==> src/rtl/selfcomp_pkg.sv <==
// rtl/selfcomp_pkg.sv - shared types and defaults for the self-composition leak monitor
package selfcomp_pkg;

   typedef enum logic [1:0] {
      IDLE  = 2'd0,
      RUN   = 2'd1,
      DRAIN = 2'd2
   } state_t;

   localparam int DEFAULT_DATA_W  = 128;
   localparam int DEFAULT_CNT_W   = 16;
   localparam int DEFAULT_TIMEOUT = 1024;

endpackage

==> src/rtl/selfcomp_lat_capture.sv <==
// rtl/selfcomp_lat_capture.sv - per-copy first-valid latency latch
module selfcomp_lat_capture
   import selfcomp_pkg::*;
#(
   parameter int CNT_W = DEFAULT_CNT_W
) (
   input  logic             clock,
   input  logic             reset,
   input  logic             clear,
   input  logic             enable,
   input  logic             valid,
   input  logic [CNT_W-1:0] cnt,
   output logic             hit,
   output logic             done,
   output logic [CNT_W-1:0] lat
);

   // Only the first valid of a transaction counts; later drops or re-raises are ignored.
   assign hit = enable & valid & ~done;

   // Latch the cycle count on the first valid, rearm at each launch.
   always_ff @(posedge clock) begin
      if (reset) begin
         done <= 1'b0;
         lat  <= '0;
      end else if (clear) begin
         done <= 1'b0;
      end else if (hit) begin
         done <= 1'b1;
         lat  <= cnt;
      end
   end

endmodule

==> src/rtl/selfcomp_leak_monitor.sv <==
// rtl/selfcomp_leak_monitor.sv - latency skew and result divergence checker for two lock-step copies
module selfcomp_leak_monitor
   import selfcomp_pkg::*;
#(
   parameter int DATA_W  = DEFAULT_DATA_W,
   parameter int CNT_W   = DEFAULT_CNT_W,
   parameter int TIMEOUT = DEFAULT_TIMEOUT
) (
   input  logic              clock,
   input  logic              reset,
   input  logic              in_fire,
   input  logic              valid_one,
   input  logic              valid_two,
   input  logic [DATA_W-1:0] result_one,
   input  logic [DATA_W-1:0] result_two,
   output logic              out_ready,
   output logic              both_valid,
   output logic              timing_leak,
   output logic              result_leak,
   output logic              timeout_err,
   output logic              protocol_err,
   output logic              timing_leak_done,
   output logic [CNT_W-1:0]  lat_one,
   output logic [CNT_W-1:0]  lat_two,
   output logic [CNT_W-1:0]  txn_count
);

   localparam logic [CNT_W-1:0] TIMEOUT_C = CNT_W'(TIMEOUT);

   state_t           state;
   logic [CNT_W-1:0] cnt;
   logic             launch;
   logic             run;
   logic             hit_one;
   logic             hit_two;
   logic             done_one;
   logic             done_two;
   logic             done_one_n;
   logic             done_two_n;

   assign launch     = in_fire & (state == IDLE);
   assign run        = (state == RUN);
   assign both_valid = valid_one & valid_two;
   // Drain only when both copies offer a result, so their handshakes stay aligned.
   assign out_ready  = (state == DRAIN) & both_valid;
   assign done_one_n = done_one | hit_one;
   assign done_two_n = done_two | hit_two;

   selfcomp_lat_capture #(.CNT_W(CNT_W)) u_cap_one (
      .clock  (clock),
      .reset  (reset),
      .clear  (launch),
      .enable (run),
      .valid  (valid_one),
      .cnt    (cnt),
      .hit    (hit_one),
      .done   (done_one),
      .lat    (lat_one)
   );

   selfcomp_lat_capture #(.CNT_W(CNT_W)) u_cap_two (
      .clock  (clock),
      .reset  (reset),
      .clear  (launch),
      .enable (run),
      .valid  (valid_two),
      .cnt    (cnt),
      .hit    (hit_two),
      .done   (done_two),
      .lat    (lat_two)
   );

   // Transaction FSM with latency counter, drain compare and sticky verdict flags.
   always_ff @(posedge clock) begin
      if (reset) begin
         state            <= IDLE;
         cnt              <= '0;
         timing_leak      <= 1'b0;
         result_leak      <= 1'b0;
         timeout_err      <= 1'b0;
         protocol_err     <= 1'b0;
         timing_leak_done <= 1'b0;
         txn_count        <= '0;
      end else begin
         timing_leak_done <= 1'b0;
         if (in_fire && state != IDLE) begin
            protocol_err <= 1'b1;
         end
         case (state)
            IDLE: begin
               if (in_fire) begin
                  state <= RUN;
                  cnt   <= CNT_W'(1);
               end
            end
            RUN: begin
               if (cnt != '1) begin
                  cnt <= cnt + CNT_W'(1);
               end
               if (done_one_n && done_two_n) begin
                  state <= DRAIN;
               end else if (cnt == TIMEOUT_C) begin
                  state            <= IDLE;
                  timeout_err      <= 1'b1;
                  timing_leak_done <= 1'b1;
                  if (done_one_n ^ done_two_n) begin
                     timing_leak <= 1'b1;
                  end
               end
            end
            DRAIN: begin
               if (both_valid) begin
                  if (lat_one != lat_two) begin
                     timing_leak <= 1'b1;
                  end
                  if (result_one != result_two) begin
                     result_leak <= 1'b1;
                  end
                  if (txn_count != '1) begin
                     txn_count <= txn_count + CNT_W'(1);
                  end
                  timing_leak_done <= 1'b1;
                  state            <= IDLE;
               end
            end
            default: state <= IDLE;
         endcase
      end
   end

endmodule

==> config.mk <==
export PLATFORM = sky130hd
export DESIGN_NAME = selfcomp_leak_monitor
export DESIGN_NICKNAME = d
export VERILOG_FILES = /design/src/rtl/selfcomp_pkg.sv /design/src/rtl/selfcomp_lat_capture.sv /design/src/rtl/selfcomp_leak_monitor.sv
export SDC_FILE = /design/constraint.sdc
export NUM_CORES = 1
export LEC_CHECK = 0
export ABC_AREA = 1
export CAP_MARGIN = 20
export CORE_ASPECT_RATIO = 0.5
export CORE_MARGIN = 8
export CORE_UTILIZATION = 24
export CTS_CLUSTER_SIZE = 30
export DETAILED_ROUTE_END_ITERATION = 8
export HOLD_SLACK_MARGIN = 0.1
export PLACE_DENSITY = 0.6
export SYNTH_ARGS = -nofsm -noshare
export SYNTH_HDL_FRONTEND = slang
export SYNTH_SLANG_ARGS = --single-unit
==> constraint.sdc <==
create_clock -name clock -period 2.2 [get_ports clock]
set_clock_uncertainty 0.1 [all_clocks]
set_input_delay 0.33 -clock clock [delete_from_list [all_inputs] [get_ports clock]]
set_output_delay 0.33 -clock clock [all_outputs]
set_load 0.02 [all_outputs]
==> results.md <==
- Run status: finished clean
- Slew of the pin with the lowest slew margin: 405.4 ps
- EDFF count, synth: 0
- DRC violations left: 0
- P&R area growth vs syn: 75.02%
- Reg power frac: 30.2%
- Hpwl dp: 20.15 mm
- Clock slew seen by the registers of the worst setup and hold paths: 60 ps
- Critical Path Start Type: primary input
- Syn_nets: 1057
- Post-Synthesis Cell Area: 5239 um^2
- Final ANT Viol Nets: 0
- H-tree depth: 3
- Clock period minus worst slack: 2131 ps
- Cells after synthesis: 788
- Post-route cell area: 9169 um^2
- CTS tree: done
- Clk pwr share: 33.3%
- Die Wd: 224.9 um
- RePlAce Congestion: 0.8251
- Crit. Startpoint: valid_two
- Worst vdd ir: 0.0003691 V
- Syn_area_per_cell: 6.648 um^2
- Comb power frac: 36.5%
- Min-Delay Startpoint: result_leak
- Post-CTS setup buffers: 0
- Slew headroom: 72.89%
- Worst setup margin: 69.40 ps
- GR Layer Usage met2: 31.70%
- Crit share post-route: 96.85%
- Nets@finish: 1379
- Switching power total: 1574 uW
- Global route overflow: 0
- Largest net degree at the start of global routing: 38
- Leak pwr: 0.003474 uW
- Hold Path Class: reg -> reg
- Synth Warn #: 0
- Yosys cell types: 40
- Antenna diodes: 0
- Std-Cell Rows: 38
- Reg2Reg Launch Point: state[1]
- GRT met1 Usage: 18.63%
- Die area: 27100 um^2
- Antenna violations before repair: 0
- Vias in the first global route: 5987
- Fmax: 0.4694 GHz
- Final Hold Fails: 0
- Drt wl/cell: 16.14 um
- Met3 usage: 3.022%
- Post-DR vias/cell: 4.217
- Critical path type: in -> out
- CTS Buf Count: 9
- Sequential-to-total area share from yosys stat: 27.90%
- Final cell utilization of the core: 42.57%
- Root Buffer: clkbuf_16
- Worst path arrival time: 1700 ps
- GRT Util Overall: 16.32%
- Commonest non-fill, non-tap cell in the layout: clkdlybuf4s50_1
- Port Buffers: 315
- # IOs: 316
- Worst path required time: 1770 ps
- Placed instance area: 8813 um^2
- Final WL: 22.84 mm
- Most used routing layer: met2
- Cell internal pwr: 3511 uW
- Fraction of layout cells with a size suffix above 1: 6.009%
- Initial Util: 24.32%
- Setup WS pre-CTS: -25.96 ps
- First DRT Iteration DRCs: 288
- Sw Ratio: 30.96%
- Die H: 120.5 um
- #FFs+latches synth: 73
- RSZ-0062 raised after global routing: false
- Final setup viols: 0
- Main flop type after synthesis: dfxtp_1
- Synth async-reset ratio: 0%
- Max-Cap Viols: 0
- Clock sink count: 73
- Reg-to-reg slack, setup: 180 ps
- PwrDens: 554.6 nW/um^2
- Clk buf depth: 2
- First-pass GRT wire length: 34.33 mm
- CP max FO: 2
- Max Slew Vio Count: 0
- Core Box Area: 21540 um^2
- DR pass1 iterations: 5
- Vias: 5967
- Worst-skew pair later-pin latency: 340 ps
- Crit end category: primary output
- Leading cell types in the layout, fill and taps excluded: 314 x clkdlybuf4s50_1, 193 x nand2_1, 114 x xnor2_1, 94 x inv_1, 85 x nor2_1
-- timing repair --
item | in CTS | in global routing
hold buffers | 0 | 0
setup endpoints to repair | 1 | 3
resized for setup | 1 | 3
-- Yosys cell counts, types with 7 or more instances --
cell      number  area (um^2)
nand2_1      193        724.4
xnor2_1      114        998.5
inv_1         94        352.8
nor2_1        85        319.1
dfxtp_1       73         1461
o21ai_0       57        285.3
a21oi_1       51        255.2
nor3_1        18        90.09
nand3_1       17        85.08
clkbuf_1      11        41.29
inv_2          9        33.78
ha_1           8        100.1
nand4_1        7        43.79
-- per-stage QoR --
stage / TNS (ps) / cells / power, uW / hold WS, ps
after CTS: 0 / 1415 / 5108 / 358.5
after global routing: 0 / 1415 / 5356 / 382.3
final: 0 / 1415 / 5085 / 353.9
after detailed placement: -32.80 / 1399 / 3407 / 350.6
after floorplan: 0 / 788 / 2487 / 306.1
after global placement: -4.811 / 1399 / 3388 / 344.9
-- cells by family after synthesis --
group                      synth area share (%)
buffers and inverters                     8.861
and+or+nand+nor                           29.14
AOI/OAI and AO/OA                         12.30
DFF                                       27.90
xor gates and xnor gates                  19.89
adders and majority gates                 1.911
-- flip-flops by register name, indices dropped and copies added (netlist names) --
signal and count:
cnt 16, txn_count 16, u_cap_one.lat 16, u_cap_two.lat 16
state 2, protocol_err 1, result_leak 1, timeout_err 1
timing_leak 1, timing_leak_done 1, u_cap_one.done 1, u_cap_two.done 1
-- critical path, stage by stage --
cell and delay, ps:
clkdlybuf4s50_1 510, nand2_1 140, inv_1 100, clkdlybuf4s50_1 630
-- power groups by stage --
| stage | clock network (uW) | logic [uW] | registers [uW] |
|---|---|---|---|
| 2_1_floorplan | 0 | 845 | 1640 |
| 3_3_place_gp | 0 | 1830 | 1560 |
| 3_5_place_dp | 0 | 1840 | 1560 |
| 4_1_cts | 1720 | 1850 | 1540 |
| 5_1_grt | 1780 | 2020 | 1550 |
| 6_report | 1690 | 1860 | 1540 |
-- cell type report --
type / instances / area, um^2
clock buffers: 9 / 225.2
clock inverters: 7 / 118.9
fillers: 2195 / 12370
inverters: 104 / 392.9
multi-input cells: 597 / 3331
flip-flops and latches: 73 / 1461
well taps: 300 / 375.4
repair buffers: 325 / 3264
-- path summary, 6_finish.rpt --
kind,end,cells after the start
setup / recovery,both_valid,4
hold / removal,result_leak,2
hold reg to reg,result_leak,2
setup reg to reg,cnt[14],11
-- metal layers --
metal	part of all wire (%)	routed length (um)
met1	40	9248
met2	54	12390
met3	4.2	963
met4	1.0	235
met5	0	0
Note: power is estimated with default switching activity, not from simulation.
